$ cat config.mk
export PLATFORM = sky130hd
export DESIGN_NAME = cosx
export DESIGN_NICKNAME = d
export VERILOG_FILES = /design/src/rtl/cosx.sv
export SDC_FILE = /design/constraint.sdc
export NUM_CORES = 1
export LEC_CHECK = 0
export ABC_CLOCK_PERIOD_IN_PS = 10100
export BUFFER_PORTS_ARGS = -buffer_cell sky130_fd_sc_hd__buf_2
export CAP_MARGIN = 25
export CORE_MARGIN = 4
export CORE_UTILIZATION = 49
export CTS_BUF_LIST = sky130_fd_sc_hd__clkbuf_8
export CTS_CLUSTER_DIAMETER = 200
export DETAILED_ROUTE_END_ITERATION = 7
export PLACE_DENSITY = 0.68
export SLEW_MARGIN = 5
export SYNTH_ARGS = -nofsm -noshare
export SYNTH_HDL_FRONTEND = slang
export SYNTH_SLANG_ARGS = --single-unit
$ cat constraint.sdc
create_clock -name clk -period 10.1 [get_ports clk]
set_input_delay 0.505 -clock clk [delete_from_list [all_inputs] [get_ports clk]]
set_output_delay 0.505 -clock clk [all_outputs]
set_load 0.01 [all_outputs]
$ cat src/rtl/cosx.sv
// Fixed-point cosine by truncated Taylor series, one shared multiplier chain.
// Terms follow t_k = t_{k-1} * x^2 * c_k and are summed with alternating sign.
module cosx (
  input  logic       clk,
  input  logic       rst,
  input  logic       start,
  input  logic [9:0] x,
  input  logic [7:0] y,
  output logic       done,
  output logic [9:0] result,
  output logic [2:0] ps,
  output logic       co,
  output logic       is_neg
);

  typedef enum logic [2:0] {
    StIdle = 3'd0,
    StWait = 3'd1,
    StInit = 3'd2,
    StCalc = 3'd3,
    StAcc  = 3'd4,
    StDone = 3'd5
  } state_e;

  state_e      state_q;
  logic [9:0]  term_q;
  logic [9:0]  x2_q;
  logic [9:0]  result_q;
  logic [2:0]  cnt_q;
  logic [7:0]  y_q;

  logic [7:0]  coef;
  logic [9:0]  mul_a, mul_b;
  logic [19:0] prod;
  logic [11:0] prod_sh;
  logic [19:0] coef_prod;
  logic [9:0]  x2_next;
  logic [9:0]  term_next;
  logic        gt;

  always_comb begin
    coef = 8'd1;
    unique case (cnt_q)
      3'd0: coef = 8'd128;
      3'd1: coef = 8'd21;
      3'd2: coef = 8'd9;
      3'd3: coef = 8'd5;
      3'd4: coef = 8'd3;
      3'd5: coef = 8'd2;
      3'd6: coef = 8'd1;
      3'd7: coef = 8'd1;
      default: coef = 8'd1;
    endcase
  end

  // INIT squares x; CALC reuses the same multiplier for term * x^2.
  always_comb begin
    mul_a = term_q;
    mul_b = x2_q;
    if (state_q == StInit) begin
      mul_a = x;
      mul_b = x;
    end
  end

  assign prod      = 20'(mul_a) * 20'(mul_b);
  assign prod_sh   = 12'(prod >> 8);
  assign coef_prod = 20'(prod_sh) * 20'(coef);
  assign x2_next   = 10'(prod >> 8);
  assign term_next = 10'(coef_prod >> 8);
  assign gt        = term_q > {2'b00, y_q};

  always_ff @(posedge clk or posedge rst) begin
    if (rst) begin
      state_q  <= StIdle;
      term_q   <= 10'd0;
      x2_q     <= 10'd0;
      result_q <= 10'd0;
      cnt_q    <= 3'd0;
      y_q      <= 8'd0;
    end else begin
      case (state_q)
        StIdle: if (start) state_q <= StWait;
        StWait: if (!start) state_q <= StInit;
        StInit: begin
          result_q <= 10'd256;
          term_q   <= 10'd256;
          cnt_q    <= 3'd0;
          y_q      <= y;
          x2_q     <= x2_next;
          state_q  <= StCalc;
        end
        StCalc: begin
          term_q  <= term_next;
          state_q <= StAcc;
        end
        StAcc: begin
          result_q <= is_neg ? (result_q - term_q) : (result_q + term_q);
          cnt_q    <= cnt_q + 3'd1;
          state_q  <= (co || !gt) ? StDone : StCalc;
        end
        StDone:  state_q <= StIdle;
        default: state_q <= StIdle;
      endcase
    end
  end

  assign ps     = state_q;
  assign result = result_q;
  assign done   = (state_q == StDone);
  assign co     = (cnt_q == 3'd7);
  assign is_neg = ~cnt_q[0];

endmodule

======== Yosys cells after proc, flatten, opt, wreduce, memory -nomap -nowiden ========
Memory sizes are Yosys's and may differ from the RTL's.
Cells that the tools add are included.
operators by class
  bitwise gates (word level) .............. 1
  $add $sub $neg .......................... 3
  reduce and logical (&&, ||, !) cells .... 6
  equality and inequality tests ........... 8
  order comparisons ....................... 1
  muxes and demuxes ....................... 10
  $mul .................................... 2
operator list
  cell                   number
  $pmux W10 S2           2
  $mux W10               3
  $mul A10 B10 Y20       1
  $mul A12 B8 Y18        1
  $pmux W3 S5            1
  $add A10 B10 Y10       1
  $gt A10 B8 Y1          1
  $sub A10 B10 Y10       1
  $eq A3 B3 Y1 const B   3
  $mux W3                3
  $eq A3 B2 Y1 const B   2
  $pmux W3 S2            1
  $ne A2 B2 Y1 const B   2
  $reduce_bool A2 Y1     2
  $add A3 B1 Y3 const B  1
  $eq A3 B1 Y1 const B   1
  $logic_not A3 Y1       1
  $reduce_and A2 Y1      1
  $logic_not A1 Y1       1
  $logic_or A1 B1 Y1     1
  $not A1 Y1             1
storage, ports and cells
  bits in registers ....................... 44
  bits of input ports ..................... 21
  ROM bits ................................ 48
  memories kept ........................... 1
memories
  memory           words  width  read ports  clocked after memory_dff  wr ports  RTL line  source
  (no name shown)  8      6      1           0                         0         43        unique case (cnt_q)

======== Logic depth before layout (Yosys ltp) ========
  word-level depth ........................ 5
  depth in mapped cells ................... 46

======== Least setup slack after synthesis ========
OpenSTA, ideal clock, no wires.
  path kind ............................... flip-flop to flip-flop
  start ................................... register state_q[2] (netlist: ps[2])
  end ..................................... register term_q[7]
  data arrival time ....................... 10710 ps
  cell stages (with the launch flop) ...... 46
  slack ................................... -743 ps
  cell sequence ........................... dfrtp_1 buf_4 nand2b_1 clkbuf_1 or2_2 clkbuf_1 clkbuf_1 clkbuf_1 nand2_1 nand2_1 nand2_1 fa_1 inv_1 fa_1 inv_1 fa_1 inv_1 fa_1 [10 not listed] nor2_1 xor2_1 nor2_1 fa_1 ha_1 fa_1 inv_1 fa_1 inv_1 ha_1 inv_1 a21oi_1 o21a_1 a2111oi_2 o21bai_1 a21oi_1 xor2_1 o21ai_0
between the ends
  longest elaborated chain between the ends .. 5
  elaborated cells on any way between the ends .. 8
  classes of those cells .................. 2 x mul; 2 x eq/ne; 3 x mux; 1 x reduce/logical
ends and longest elaborated chain
  what                    RTL line  source
  from (decl)             25        state_e state_q;
  from (signal assigned)  75        state_q <= StIdle;
  from (signal assigned)  83        StIdle: if (start) state_q <= StWait;
  from (signal assigned)  84        StWait: if (!start) state_q <= StInit;
  $eq A3 B2 Y1            60, 82
  $mux W10                60        if (state_q == StInit) begin
  $mul A10 B10 Y20        66        assign prod = 20'(mul_a) * 20'(mul_b);
  $mul A12 B8 Y18         68        assign coef_prod = 20'(prod_sh) * 20'(coef);
  $pmux W10 S2            82        case (state_q)
  to (signal assigned)    94        term_q <= term_next;
  to (decl)               26        logic [9:0] term_q;
Parallel ways exist; a longest one is shown, timed or not.
A chain may end at the register's enable or synchronous reset.

======== Worst setup path in the final report ========
  start ................................... register state_q[0] (netlist: ps[0])
  end ..................................... register term_q[7]
The elaborated chain is that of the path after synthesis.

==> run summary <==
The tools report the number of design-rule violations left by the first detailed-router iteration as 304. The number of flops mapped to enable cells by yosys came out at 0. CTS placed an instance of clkbuf_8 at the clock tree root.

CTS saw 44 sinks. Cell with the most instances on the worst path: fa_1. After routing the design area is 9190 sq um. Required time of the worst setup path: 10.28 ns. For the later-pin clock latency in the skew report, the log shows 0.30 ns. The run finished with clean final reports.

The overall fraction of global-route tracks in use was 22.4%; the final clock period utilization by the worst path was 97.3%. Class of the tightest hold or removal check: primary input to asynchronous set/reset pin. The horizontal die dimension was 134 microns.

The number of diodes added for antenna fixing was 0; the share of flip-flops with an asynchronous set or reset after synthesis was 100%. The hold violation total from the final report is 0, and the signal arrival time at the worst endpoint is 10.00 ns. The logs give 32,500 microns for the global-route wire length before repair and 45 for the number of placement rows. The total number of H-tree levels was 2. The logs give 0 for the total of endpoints with negative setup slack in the final report and 0 for the synthesis warning total. After routing, the total negative slack on setup checks comes to 0 ns. For this block, the routed nets add up to 19,800 microns of wire.

For this run, the top clock speed supported by timing is 102 MHz. The core outline area was 15,400 sq um. Summed over all nets, the half-perimeter wirelength after detailed placement is 16,100 microns.

The post-placement cell area was 8570 sq um. The dominant synthesized flop cell is dfrtp_1. For the count of maximum capacitance violations, the log shows 0. The worst path in the final design needs a cycle of 9.82 ns, including I/O delays and setup. After clock tree synthesis, the clock-pin slew on the worst setup and hold paths is 0.09 ns.

TritonCTS built the clock tree. The critical path start-end classification is flop to flop. The final routed wire length divided by cell count is 16.3 microns. For this run, design rule violations remaining after detail routing come to 0. The worst setup path is launched from a flop. The endpoint type of the worst setup path was a flop.

The final route contains 6,531 vias. The die covers 17,900 sq um. The congestion estimate from routability-driven global placement came to 0.910. For this run, the slowest stage of the critical path takes 0.56 ns.

Fill cells in the final layout number 1,367. The tools report the total I/O pin count as 37. The relative max-transition margin was 47.5%; the post-route clock skew was 0.00662 ns.

Synthesis instantiated 57 different standard cells from the library. The number of global-route vias before repair is 6,431. Input and output buffers added on the ports amount to 36. At the end of the flow, the number of nets in the layout was 1,241. The area growth from synthesis to final layout is 18.3%. Of the cells placed in the final design, the portion with a size suffix greater than 1 is 20.1%. For this configuration, the core starts out at a cell density of 50.5%. The maximum clock insertion buffer count was 2; the routed via count divided by cell count was 5.37.

For the pin with the worst max-slew slack, the measured transition is 0.784 ns. The post-synthesis instance area was 7770 sq um; the number of buffers created by CTS was 5. Counting flops and latches in the post-synthesis netlist gives 44. In this run the worst path has a maximum fanout of 7.

A synthesized cell averages 8.43 sq um. The run gives 0 as the final max-slew violation count. Die outline height: 134 microns. The tools report the final antenna-violating net count as 0. Entering global routing, the biggest net connects 45 pins.

The run gives 0 as the number of buffers inserted by hold repair at cts. The initial antenna violation count was 0. For the post-synth net total, the log shows 1,156. Summed over all layers, the global routing overflow is 0. Summing the sequential cell areas from Yosys gives 14.2% of the chip area. The number of iterations in the first detailed-routing pass came out at 5. Among all stages on the critical path, the largest delay is contributed by fa_1. Synthesis produced 921 cells.
-- metal layers --
layer / global-route usage, % / part of all wire (%)
met4: 3.43 / 2.1
met5: 0 / 0
met3: 2.06 / 4.5
met2: 37.1 / 48
met1: 32.6 / 45
-- state kept, by name, summed over array words and instances (netlist names) --
signal  count
y_q         8
x2_q       10
ps          3
result     10
cnt_q       3
term_q     10
-- cell families after synthesis --
family | synth area share (%)
and+or+nand+nor | 17.8
adders and majority gates | 44.0
buffers and inverters | 8.72
AOI/OAI and AO/OA | 10.6
DFF | 14.2
xor gates and xnor gates | 4.29
muxes | 0.290
-- layout by cell type (no fill, tap or decap), types with 13 or more instances in the layout --
| cell type | count |
|---|---|
| a21oi_1 | 26 |
| nand2_1 | 93 |
| inv_1 | 143 |
| buf_4 | 63 |
| buf_2 | 36 |
| ha_1 | 104 |
| o21ai_0 | 39 |
| xor2_1 | 15 |
| fa_1 | 94 |
| dfrtp_1 | 43 |
| and2_1 | 13 |
| xnor2_1 | 19 |
| nor2_1 | 126 |
-- path summary, 6_finish.rpt --
check | startpoint | endpoint | slack [ns] | cells past startpoint
max | ps[0]$_DFFE_PP0P_ | term_q[7]$_DFFE_PP0P_ | 0.28 | 39
min | rst | y_q[4]$_DFFE_PP0N_ | 0.09 | 2
max reg2reg | ps[0]$_DFFE_PP0P_ | term_q[7]$_DFFE_PP0P_ | 0.28 | 39
min reg2reg | x2_q[5]$_DFFE_PP0N_ | x2_q[5]$_DFFE_PP0N_ | 0.49 | 2
max in group asynchronous | rst | ps[0]$_DFFE_PP0P_ | 9.54 | 3
min in group clk | y[4] | y_q[4]$_DFFE_PP0N_ | 0.40 | 3
-- cells in the mapped netlist, drive strengths merged, types with 3 or more instances --
cell type,n,area [sq um]
nand4,4,25.0
and2,17,106
xor2,16,140
o211ai,3,27.5
o21bai,7,56.3
inv,149,559
or3,3,18.8
nor2,134,503
a21oi,30,154
ha,115,1440
a22o,3,26.3
a31oi,4,25.0
fa,99,1980
dfrtp,44,1100
a21o,8,60.1
or2,9,56.3
nor3,6,35.0
xnor2,22,193
nand2b,13,81.3
nor4,3,18.8
nand2,112,420
buf,3,20.0
o21a,9,67.6
o21ai,46,230
nand3,4,20.0
clkbuf,26,97.6
o22ai,4,25.0
nor2b,3,18.8
-- area by class of cell --
class / count / area [sq um] / area share, %
Multi-Input combinational cell: 700 / 6400 / 69.6
Sequential cell: 44 / 1100 / 12.0
Timing Repair Buffer: 106 / 786 / 8.55
Inverter: 149 / 559 / 6.09
Tap cell: 211 / 264 / 2.87
Clock buffer: 5 / 68.8 / 0.749
Clock inverter: 2 / 12.5 / 0.136
-- worst max-delay path, delay by kind of cell (launching register included) --
kind | cells | cell delay [ns]
flip-flops | 1 | 0.45
AO/OA/AOI/OAI | 8 | 2.00
AND/OR/NAND/NOR | 9 | 1.38
XOR/XNOR | 2 | 0.30
adder cells (fa/ha/maj) | 10 | 4.32
buffers and inverters | 10 | 1.21
-- stage by stage --
step                cells  hold WS (ns)  util [%]  worst slack [ns]
finish               1217        0.0886      59.8             0.275
global route         1217        0.0910      59.8           -0.0713
CTS                  1200         0.393      56.4            0.0287
detailed placement   1192         0.465      55.7            -0.128
global placement     1192         0.455      55.7           -0.0554
floorplan             921         0.437         -            0.0220
-- repair_timing --
item	4_1_cts	5_1_grt
setup endpoints to repair	4	9
setup buffers	1	13
pin swaps	2	51
gates cloned	0	3
gates resized for setup	2	84
Power is left out: the tool's default activity adds up to more than one toggle a clock period on the data nets, which glitch-free logic cannot reach.
